`config.mk`:
```
export PLATFORM = sky130hd
export DESIGN_NAME = phase_sync_mc
export DESIGN_NICKNAME = d
export VERILOG_FILES = /design/src/rtl/phase_sync_pkg.sv /design/src/rtl/phase_zero_detect.sv /design/src/rtl/phase_sync_mc.sv
export SDC_FILE = /design/constraint.sdc
export NUM_CORES = 1
export LEC_CHECK = 0
export CAP_MARGIN = 20
export CORE_MARGIN = 1.5
export CORE_UTILIZATION = 35
export CTS_BUF_LIST = sky130_fd_sc_hd__clkbuf_4 sky130_fd_sc_hd__clkbuf_8
export CTS_CLUSTER_DIAMETER = 30
export DETAILED_ROUTE_END_ITERATION = 7
export HOLD_SLACK_MARGIN = 0.02
export RECOVER_POWER = 25
export SYNTH_ARGS = -nofsm -noshare
export SYNTH_HDL_FRONTEND = slang
export SYNTH_HIERARCHICAL = 1
export SYNTH_SLANG_ARGS = --single-unit
```
`constraint.sdc`:
```
create_clock -name clk -period 15.05 [get_ports clk]
set_clock_uncertainty 0.15 [all_clocks]
set_input_delay 3.7625 -clock clk [delete_from_list [all_inputs] [get_ports clk]]
set_output_delay 3.7625 -clock clk [all_outputs]
set_load 0.005 [all_outputs]
```
`src/rtl/phase_sync_pkg.sv`:
```
// Shared types and helpers for the multi-channel phase synchroniser.
package phase_sync_pkg;

  // Sequencer states
  typedef enum logic [1:0] {
    ST_IDLE   = 2'd0,
    ST_DELAY  = 2'd1,
    ST_WAIT   = 2'd2,
    ST_LOCKED = 2'd3
  } state_e;

  // Behaviour once locked: single event or every zero passage
  typedef enum logic {
    MODE_ONESHOT  = 1'b0,
    MODE_PERIODIC = 1'b1
  } mode_e;

  // Zero-point detection method
  typedef enum logic {
    DET_WINDOW = 1'b0,
    DET_WRAP   = 1'b1
  } det_e;

  // Upper bounds for the channel extraction helper; the packed bus is
  // zero-extended to MAX_BUS_W before the shift.
  localparam int unsigned MAX_BUS_W   = 2048;
  localparam int unsigned MAX_PHASE_W = 64;

  // Returns channel k (width w) from the packed accumulator bus, right aligned.
  function automatic logic [MAX_PHASE_W-1:0] get_channel(
    input logic [MAX_BUS_W-1:0] bus,
    input logic [31:0]          k,
    input logic [31:0]          w
  );
    logic [MAX_BUS_W-1:0] shifted;
    shifted = bus >> (k * w);
    return shifted[MAX_PHASE_W-1:0];
  endfunction

endpackage

```
`src/rtl/phase_zero_detect.sv`:
```
// Zero-phase comparators for one accumulator sample, plus the previous-sample
// register used to recognise a true accumulator wrap.
module phase_zero_detect
  import phase_sync_pkg::*;
#(
  parameter int PHASE_W = 32
) (
  input  logic               clk_i,
  input  logic               rst_ni,
  input  logic               en_i,
  input  det_e               det_sel_i,
  input  logic [PHASE_W-1:0] thr_i,
  input  logic [PHASE_W-1:0] phase_i,
  output logic               hit_o,
  output logic               prev_valid_o
);

  logic [PHASE_W-1:0] prev_q;
  logic               valid_q;
  logic               win_hit_s;
  logic               wrap_hit_s;

  // Raw compare: window around zero (both sides) or decreasing sample.
  // ~thr equals 2^PHASE_W-1-thr, so thr=0 never hits and thr>=half range
  // always hits without any special casing.
  always_comb begin
    win_hit_s  = (phase_i < thr_i) || (phase_i > ~thr_i);
    wrap_hit_s = (phase_i < prev_q);
    if (det_sel_i == DET_WRAP) begin
      hit_o = wrap_hit_s;
    end else begin
      hit_o = win_hit_s;
    end
  end

  // Track the previous sample while enabled; the valid flag marks that
  // prev_q holds a sample from the current tracking run.
  always_ff @(posedge clk_i or negedge rst_ni) begin
    if (!rst_ni) begin
      prev_q  <= '0;
      valid_q <= 1'b0;
    end else if (en_i) begin
      prev_q  <= phase_i;
      valid_q <= 1'b1;
    end else begin
      valid_q <= 1'b0;
    end
  end

  assign prev_valid_o = valid_q;

endmodule

```
`src/rtl/phase_sync_mc.sv`:
```
// Multi-channel phase synchroniser: after arming and a programmable delay,
// locks onto the zero-phase point of a selected DDS accumulator and issues
// sync level, strobe and event count to the downstream sequencer.
module phase_sync_mc
  import phase_sync_pkg::*;
#(
  parameter int PHASE_W  = 32,
  parameter int NCH      = 4,
  parameter int DELAY_W  = 16,
  parameter int CNT_W    = 16,
  parameter int TIMEOUT  = 0,
  parameter int AUTO_ARM = 1
) (
  input  logic                                  clk,
  input  logic                                  rst,
  input  logic                                  arm,
  input  logic                                  abort,
  input  logic                                  mode,
  input  logic                                  det_sel,
  input  logic [((NCH > 1) ? $clog2(NCH) : 1)-1:0] ch_sel,
  input  logic [DELAY_W-1:0]                    delay_reg,
  input  logic [PHASE_W-1:0]                    threshold,
  input  logic [NCH*PHASE_W-1:0]                phase_accum,
  output logic                                  sync_pulse,
  output logic                                  sync_strobe,
  output logic [CNT_W-1:0]                      sync_count,
  output logic                                  busy,
  output logic                                  timeout
);

  localparam int CH_W = (NCH > 1) ? $clog2(NCH) : 1;
  localparam int TO_W = (TIMEOUT > 1) ? $clog2(TIMEOUT) : 1;
  localparam logic [TO_W-1:0] TO_LAST = TO_W'((TIMEOUT > 0) ? (TIMEOUT - 1) : 0);

  state_e             state_q, state_d;
  logic [DELAY_W-1:0] dcnt_q, dcnt_d;
  logic [TO_W-1:0]    wcnt_q, wcnt_d;
  mode_e              mode_q, mode_d;
  det_e               det_q, det_d;
  logic [CH_W-1:0]    ch_q, ch_d;
  logic [PHASE_W-1:0] thr_q, thr_d;
  logic               pulse_q, pulse_d;
  logic               strobe_q, strobe_d;
  logic [CNT_W-1:0]   count_q, count_d;
  logic               timeout_q, timeout_d;
  logic               busy_q, busy_d;
  logic               hit_prev_q, hit_prev_d;
  logic               first_q;

  logic               arm_s;
  logic               tracking_s;
  logic [CH_W-1:0]    ch_clamp_s;
  logic [PHASE_W-1:0] sel_phase_s;
  logic               raw_hit_s;
  logic               prev_valid_s;
  logic               hit_s;
  logic               new_event_s;
  logic [CNT_W-1:0]   count_inc_s;

  // The auto-arm event is the first clock after reset release.
  assign arm_s      = arm | first_q;
  assign tracking_s = (state_q == ST_WAIT) || (state_q == ST_LOCKED);

  // Channel select clamp, reference sample mux, hit qualification and
  // saturating count increment.
  always_comb begin
    if (32'(ch_sel) > 32'(NCH - 1)) begin
      ch_clamp_s = CH_W'(NCH - 1);
    end else begin
      ch_clamp_s = ch_sel;
    end
    sel_phase_s = PHASE_W'(get_channel(MAX_BUS_W'(phase_accum), 32'(ch_q), 32'(PHASE_W)));
    // Wrap compare is meaningless until one sample of this run is stored.
    hit_s = raw_hit_s && ((det_q == DET_WINDOW) || prev_valid_s);
    // Window hits last several cycles; only the rising edge counts as an event.
    if (det_q == DET_WRAP) begin
      new_event_s = hit_s;
    end else begin
      new_event_s = hit_s && !hit_prev_q;
    end
    if (count_q == {CNT_W{1'b1}}) begin
      count_inc_s = count_q;
    end else begin
      count_inc_s = count_q + CNT_W'(1);
    end
  end

  phase_zero_detect #(
    .PHASE_W (PHASE_W)
  ) u_detect (
    .clk_i        (clk),
    .rst_ni       (rst),
    .en_i         (tracking_s),
    .det_sel_i    (det_q),
    .thr_i        (thr_q),
    .phase_i      (sel_phase_s),
    .hit_o        (raw_hit_s),
    .prev_valid_o (prev_valid_s)
  );

  // Sequencer next state, latched configuration and output next values.
  always_comb begin
    state_d   = state_q;
    dcnt_d    = dcnt_q;
    wcnt_d    = wcnt_q;
    mode_d    = mode_q;
    det_d     = det_q;
    ch_d      = ch_q;
    thr_d     = thr_q;
    pulse_d   = pulse_q;
    strobe_d  = 1'b0;
    count_d   = count_q;
    timeout_d = timeout_q;
    if (abort) begin
      // Cancel keeps the count and timeout flag for post-mortem reading.
      state_d = ST_IDLE;
      pulse_d = 1'b0;
    end else if (arm_s) begin
      mode_d    = mode_e'(mode);
      det_d     = det_e'(det_sel);
      ch_d      = ch_clamp_s;
      thr_d     = threshold;
      dcnt_d    = delay_reg;
      pulse_d   = 1'b0;
      count_d   = '0;
      timeout_d = 1'b0;
      state_d   = ST_DELAY;
    end else begin
      case (state_q)
        ST_IDLE: begin
          state_d = ST_IDLE;
        end
        ST_DELAY: begin
          if (dcnt_q == '0) begin
            wcnt_d  = '0;
            state_d = ST_WAIT;
          end else begin
            dcnt_d = dcnt_q - DELAY_W'(1);
          end
        end
        ST_WAIT: begin
          if (hit_s) begin
            pulse_d  = 1'b1;
            strobe_d = 1'b1;
            count_d  = count_inc_s;
            state_d  = ST_LOCKED;
          end else if ((TIMEOUT > 0) && (wcnt_q == TO_LAST)) begin
            timeout_d = 1'b1;
            state_d   = ST_IDLE;
          end else begin
            wcnt_d = wcnt_q + TO_W'(1);
          end
        end
        ST_LOCKED: begin
          if ((mode_q == MODE_PERIODIC) && new_event_s) begin
            strobe_d = 1'b1;
            count_d  = count_inc_s;
          end else begin
            pulse_d = 1'b1;
          end
        end
        default: begin
          state_d = ST_IDLE;
          pulse_d = 1'b0;
        end
      endcase
    end
    hit_prev_d = tracking_s && hit_s;
    busy_d     = (state_d != ST_IDLE);
  end

  // State, configuration and output registers.
  always_ff @(posedge clk or negedge rst) begin
    if (!rst) begin
      state_q    <= ST_IDLE;
      dcnt_q     <= '0;
      wcnt_q     <= '0;
      mode_q     <= MODE_ONESHOT;
      det_q      <= DET_WINDOW;
      ch_q       <= '0;
      thr_q      <= '0;
      pulse_q    <= 1'b0;
      strobe_q   <= 1'b0;
      count_q    <= '0;
      timeout_q  <= 1'b0;
      busy_q     <= 1'b0;
      hit_prev_q <= 1'b0;
      first_q    <= (AUTO_ARM != 0);
    end else begin
      state_q    <= state_d;
      dcnt_q     <= dcnt_d;
      wcnt_q     <= wcnt_d;
      mode_q     <= mode_d;
      det_q      <= det_d;
      ch_q       <= ch_d;
      thr_q      <= thr_d;
      pulse_q    <= pulse_d;
      strobe_q   <= strobe_d;
      count_q    <= count_d;
      timeout_q  <= timeout_d;
      busy_q     <= busy_d;
      hit_prev_q <= hit_prev_d;
      first_q    <= 1'b0;
    end
  end

  assign sync_pulse  = pulse_q;
  assign sync_strobe = strobe_q;
  assign sync_count  = count_q;
  assign busy        = busy_q;
  assign timeout     = timeout_q;

endmodule
```
==> results.cfg, run 1 <==
[status]
status = complete, but fails checks
violations = max-capacitance violations, max-slew violations

[pwr]
p_per_area_nw_per_um2 = 79.8
peakVddDrop_mv = 0.0397
p_leak_nw = 4.58

[placed_design]
gp_congestion = 0.803
port_buffers = 202
placed_cell_area_sq_um = 9970
dp_cells = 1297
dp_slack_ns = 6.48
dp_hpwl_mm = 15.4

[routing]
vias = 6630
route.detailed.drc = 0
first_pass_iters = 4
detail-route-antenna-nets = 0
viasPerCell = 5.05
drtIter0Drc = 192
totalWireLength_mm = 20.4
wl_per_cell_um = 15.6

[timing]
hold_slack_ns = 0.339
rsz0062_at_grt = no
tightest_slew_ns = 2.60
fmax_ghz = 0.121
final.setup.worst_slack_ns = 6.77
timing.final.hold_violations = 0
tns_ns = 0
fin_crit_ns = 8.28
drv_slew = 113
finalSetupViolations = 0
final.period_utilization_pct = 55.0
timing.slew.headroom_pct = -73.7

[cts]
post_cts_resized = 0
cts.sinks = 108
post_cts_buffers = 0
hold_buffers = 0
htreeDepth = 3
cts_root_buf = clkbuf_8
clk_pin_slew_ns = 0.11
clock_path_buffers = 2
cts_tree = built
cts-buffers-inserted = 9
clkLatencyLatePin_ns = 0.39

[global_routing]
grt_pass1_wl_mm = 32.8
antenna_found_initial = 1
overflow = 0
groute.usage.overall_pct = 18.3
grt_max_degree = 66
grt_pass1_vias = 6593

[die]
core-area_sq_um = 21700
rows = 54
num_io_pins = 204
die_area_sq_um = 22800
start_util_pct = 35.4
die_w_um = 151
die_h_um = 151

[yosys]
async_reset_ff_share_pct = 100
synth_edf_count = 0
synth_top_cells_by_area = dfrtp_1 (35%), ha_1 (16%), mux4_2 (9.4%), nand2_1 (8.2%), inv_1 (3.9%)
syn_area_per_cell_sq_um = 9.08
syn_inst = 846
synth_warnings = 6
yosysSeqAreaShare_pct = 35.2
ys_ff_latch = 108
synth_common_cells = nand2_1 (167), dfrtp_1 (107), ha_1 (98), inv_1 (79), o21ai_0 (52)
synth-main-ff-cell = dfrtp_1
ys_types = 62
yosysMostFrequentCell = nand2_1
yosysTopAreaCellShare_pct = 34.9
netlist_area_sq_um = 7680
synth_top_area_cell = dfrtp_1

[worst_setup_path]
r2r_cells = 15
worstPathBufferInverterCount = 2
start_kind = primary input
worstPathRequired_ns = 15.22
critPathKind = primary input to flip-flop
crit_slowest_cell = dlygate4sd3_1
arrival_ns = 8.46
r2r_end = sync_count[15]
crit_family = simple AND/OR/NAND/NOR gates
cp_cell_sequence = dlygate4sd3_1, mux4_2, ha_1, nor4_1, nand4_1, or4b_1, or3_1, o32a_1, o211ai_2, o21ai_0, a2111oi_2, buf_4, nand3_1, or4_1, a21oi_1
rr_startpoint = ch_q[0]
slowest_delay_ns = 0.53
end_kind = flip-flop
rrSetupSlack_ns = 9.51
path_max_fanout = 13

[finish]
drive_gt1_share_pct = 6.87
area_growth_syn_to_layout_pct = 32.4
final_area_sq_um = 10200
antenna_cells = 0
finalNetCount = 1310
fin_cells = 1313

[run]
cap_violations = 2

[min_path]
min_from = mode_q
hold_end = mode_q
min_path_cells = 2
hp-class = flip-flop to flip-flop
-- through the flow --
| step | power, mW | utilization (%) |
|---|---|---|
| after detailed placement | 0.626 | 46.0 |
| after CTS | 0.826 | 47.0 |
| final | 0.812 | 46.9 |
| after floorplan | 0.515 | - |
| after global placement | 0.621 | 46.0 |
| after global routing | 0.874 | 46.9 |
-- state kept, by name (all words and copies together), names as in the netlist, 2 cells and up --
signal           cells
thr_q               32
dcnt_q              16
u_detect/prev_q     32
ch_q                 2
state_q              2
sync_count          16
-- power by group --
| group | internal, mW | leakage (nW) | total (mW) | switching (mW) |
|---|---|---|---|---|
| clock | 0.0831 | 0.103 | 0.193 | 0.110 |
| combinational | 0.139 | 3.20 | 0.277 | 0.139 |
| sequential | 0.315 | 1.28 | 0.341 | 0.0253 |
| total | 0.537 | 4.58 | 0.812 | 0.274 |
-- cells by family (layout without fill, tap and decap cells) --
logic type	Yosys count	count (layout)	share of synthesized area [%]
compound gates	163	163	13.0
simple gates	315	315	19.2
xor+xnor	11	11	1.25
other cells	1	2	0.0488
flops	108	108	35.2
buf+inv	117	303	5.80
fa+ha+maj	98	98	16.0
mux	33	33	9.53
-- how the worst max path moves through the flow --
stage	cells past startpoint	start	to
after floorplan	13	phase_accum[126]	sync_count[15]
after global placement	15	phase_accum[63]	sync_count[15]
after detailed placement	15	phase_accum[63]	sync_count[15]
after CTS	15	phase_accum[63]	sync_count[15]
after global routing	15	phase_accum[91]	sync_count[15]
final	15	phase_accum[91]	sync_count[15]
-- worst min-delay path: stages (launching register included) --
cell	delay, ns
dfrtp_1	0.36
nand2_1	0.05
nand2_1	0.05
-- cell type report --
class                   count  area (sq um)
well taps                 280           350
repair buffers            208          2050
fillers                  2110         11500
flip-flops and latches    108          2710
clock inverters             6          72.6
multi-input cells         622          4550
inverters                  79           297
clock buffers              10           138
-- routing by layer --
layer	vias up	global-route usage, %	routed length, um
met5	-	0	13
met4	2	3.79	211
met3	17	4.01	1210
met2	153	31.1	9550
met1	3140	23.8	9440
li1	3318	-	-
-- layout by cell type (no fill, tap or decap), types with 4 or more instances in the layout --
cell type and count:
inv_1 79, a21o_1 16, nand3_1 16, nand2_1 167, clkdlybuf4s50_1 191, a21oi_1 46
or4_1 7, nand4_1 18, xor2_1 11, clkbuf_8 10, nor3_1 9, nor2_1 36
buf_4 4, and3_1 9, o211ai_1 8, or3_1 10, o21ai_0 52, nor4_1 10
and2_1 4, o22ai_1 9, nor2b_1 9, dfrtp_1 104, dlygate4sd3_1 10, mux4_2 32
ha_1 98
No activity file was read; power rests on OpenSTA's default activity.
==> run 2: changes to the inputs <==
==> constraint.sdc (replaced) <==
create_clock -name clk -period 8.4 [get_ports clk]
set_clock_uncertainty 0.15 [all_clocks]
set_input_delay 2.1 -clock clk [delete_from_list [all_inputs] [get_ports clk]]
set_output_delay 2.1 -clock clk [all_outputs]
set_load 0.005 [all_outputs]
==> results.cfg, run 2 (synthesized netlist as in run 1, its figures left out) <==
[pwr]
peakVddDrop_mv = 0.0802
power_mw = 1.45
p_per_area_nw_per_um2 = 142
p_leak_nw = 4.58

[worst_setup_path]
rrSetupSlack_ns = 2.67
critPathKind = primary input to flip-flop
worstPathBufferInverterCount = 2
r2r_end = sync_count[15]
worstPathRequired_ns = 8.57
crit_family = simple AND/OR/NAND/NOR gates
r2r_cells = 15
rr_startpoint = ch_q[0]
arrival_ns = 6.81
crit_slowest_cell = mux4_2
slowest_delay_ns = 0.54
end_kind = flip-flop
cp_cell_sequence = dlygate4sd3_1, mux4_2, ha_1, nor4_2, nand4_1, or4b_1, or3_1, o32a_1, o211ai_2, o21ai_0, a2111oi_2, buf_4, nand3_1, or4_1, a21oi_1
start_kind = primary input
path_max_fanout = 13

[cts]
clock_path_buffers = 2
clkLatencyLatePin_ns = 0.39
cts.sinks = 108
post_cts_resized = 0
clk_pin_slew_ns = 0.12
cts-buffers-inserted = 9
hold_buffers = 0
post_cts_buffers = 0
cts_root_buf = clkbuf_8
htreeDepth = 3
cts_tree = built

[finish]
layout_common_cells = clkdlybuf4s50_1 (190), nand2_1 (167), dfrtp_1 (104)
nFillCells = 2102
final_area_sq_um = 10200
drive_gt1_share_pct = 6.87
mostFrequentLayoutCell = clkdlybuf4s50_1
final_util_pct = 46.9
antenna_cells = 0
finalNetCount = 1310
top_regs = thr_q (32), u_detect/prev_q (32)
area_growth_syn_to_layout_pct = 32.3

[routing]
detail-route-antenna-nets = 0
wl_per_cell_um = 15.3
vias = 6571
route.detailed.drc = 0
viasPerCell = 5.00
first_pass_iters = 4
totalWireLength_mm = 20.1
drtIter0Drc = 172

[global_routing]
grt_pass1_wl_mm = 32.5
grt_util_met2_pct = 30.1
met1_usage_pct = 24.5
grt_max_degree = 66
grt_pass1_vias = 6529
groute.usage.overall_pct = 18.1
antenna_found_initial = 1
overflow = 0
top_usage_layer = met2
met3_usage_pct = 3.46

[timing]
hold_slack_ns = 0.337
fmax_ghz = 0.150
timing.slew.headroom_pct = -70.4
tns_ns = 0
rsz0062_at_grt = no
finalSetupViolations = 0
final.period_utilization_pct = 79.1
drv_slew = 112
timing.final.hold_violations = 0
fin_crit_ns = 6.64
tightest_slew_ns = 2.56

[die]
start_util_pct = 35.4
rows = 54
die_h_um = 151
die_w_um = 151
die_area_sq_um = 22800
core-area_sq_um = 21700
num_io_pins = 204

[status]
status = complete, but fails checks
violations = max-capacitance violations, max-slew violations

[placed_design]
placed_cell_area_sq_um = 9970
dp_hpwl_mm = 15.4
port_buffers = 202
gp_congestion = 0.799

[min_path]
min_path_cells = 2
hold_end = mode_q
hp-class = flip-flop to flip-flop
min_from = mode_q

[run]
cap_violations = 2
run 2: cell count changes in the layout (fill, tap and decap cells not counted):
cell,delta
clkdlybuf4s50_1,-1
clkinv_2,+1
clkinvlp_4,-1
inv_6,+2
clkinv_4,-2
inv_8,+1
clkbuf_8,-1
dlygate4sd3_1,+1
run 2: worst max path at each step:
stage	from	to	slack [ns]	cells past startpoint
after detailed placement	phase_accum[126]	sync_count[15]	1.47	15
after global routing	phase_accum[126]	sync_count[15]	1.51	15
after global placement	phase_accum[63]	sync_count[15]	1.55	15
after floorplan	phase_accum[126]	sync_count[15]	2.23	13
after CTS	phase_accum[126]	sync_count[15]	1.89	15
final	phase_accum[126]	sync_count[15]	1.76	15
run 2: final cells by class:
class | count | area, sq um | area share, %
Clock inverter | 7 | 81.3 | 0.800
Inverter | 79 | 297 | 2.92
Multi-Input combinational cell | 622 | 4550 | 44.8
Sequential cell | 108 | 2710 | 26.6
Timing Repair Buffer | 208 | 2050 | 20.2
Clock buffer | 9 | 124 | 1.22
Tap cell | 280 | 350 | 3.45
run 2: worst min-delay path, stage by stage, from the launching register on:
cell,delay (ns)
dfrtp_1,0.36
nand2_1,0.05
nand2_1,0.05
run 2: through the flow:
stage          std cells  worst slack (ns)
2_1_floorplan        847              2.23
4_1_cts             1313              1.89
5_1_grt             1313              1.51
3_3_place_gp        1297              1.55
3_5_place_dp        1297              1.47
6_report            1313              1.76
run 2: where the power goes:
part | leakage, nW | internal [mW] | switching, mW | total [mW]
clock network | 0.107 | 0.144 | 0.200 | 0.344
logic | 3.20 | 0.249 | 0.241 | 0.489
registers | 1.28 | 0.565 | 0.0502 | 0.615
total | 4.58 | 0.957 | 0.491 | 1.45
run 2: metal layers:
| metal | up-vias | part of all wire [%] | routed length [um] |
|---|---|---|---|
| met4 | 2 | 0.97 | 196 |
| met2 | 130 | 46 | 9330 |
| met1 | 3101 | 48 | 9610 |
| met5 | - | 0.065 | 13 |
| met3 | 17 | 4.9 | 985 |
| li1 | 3321 | - | - |
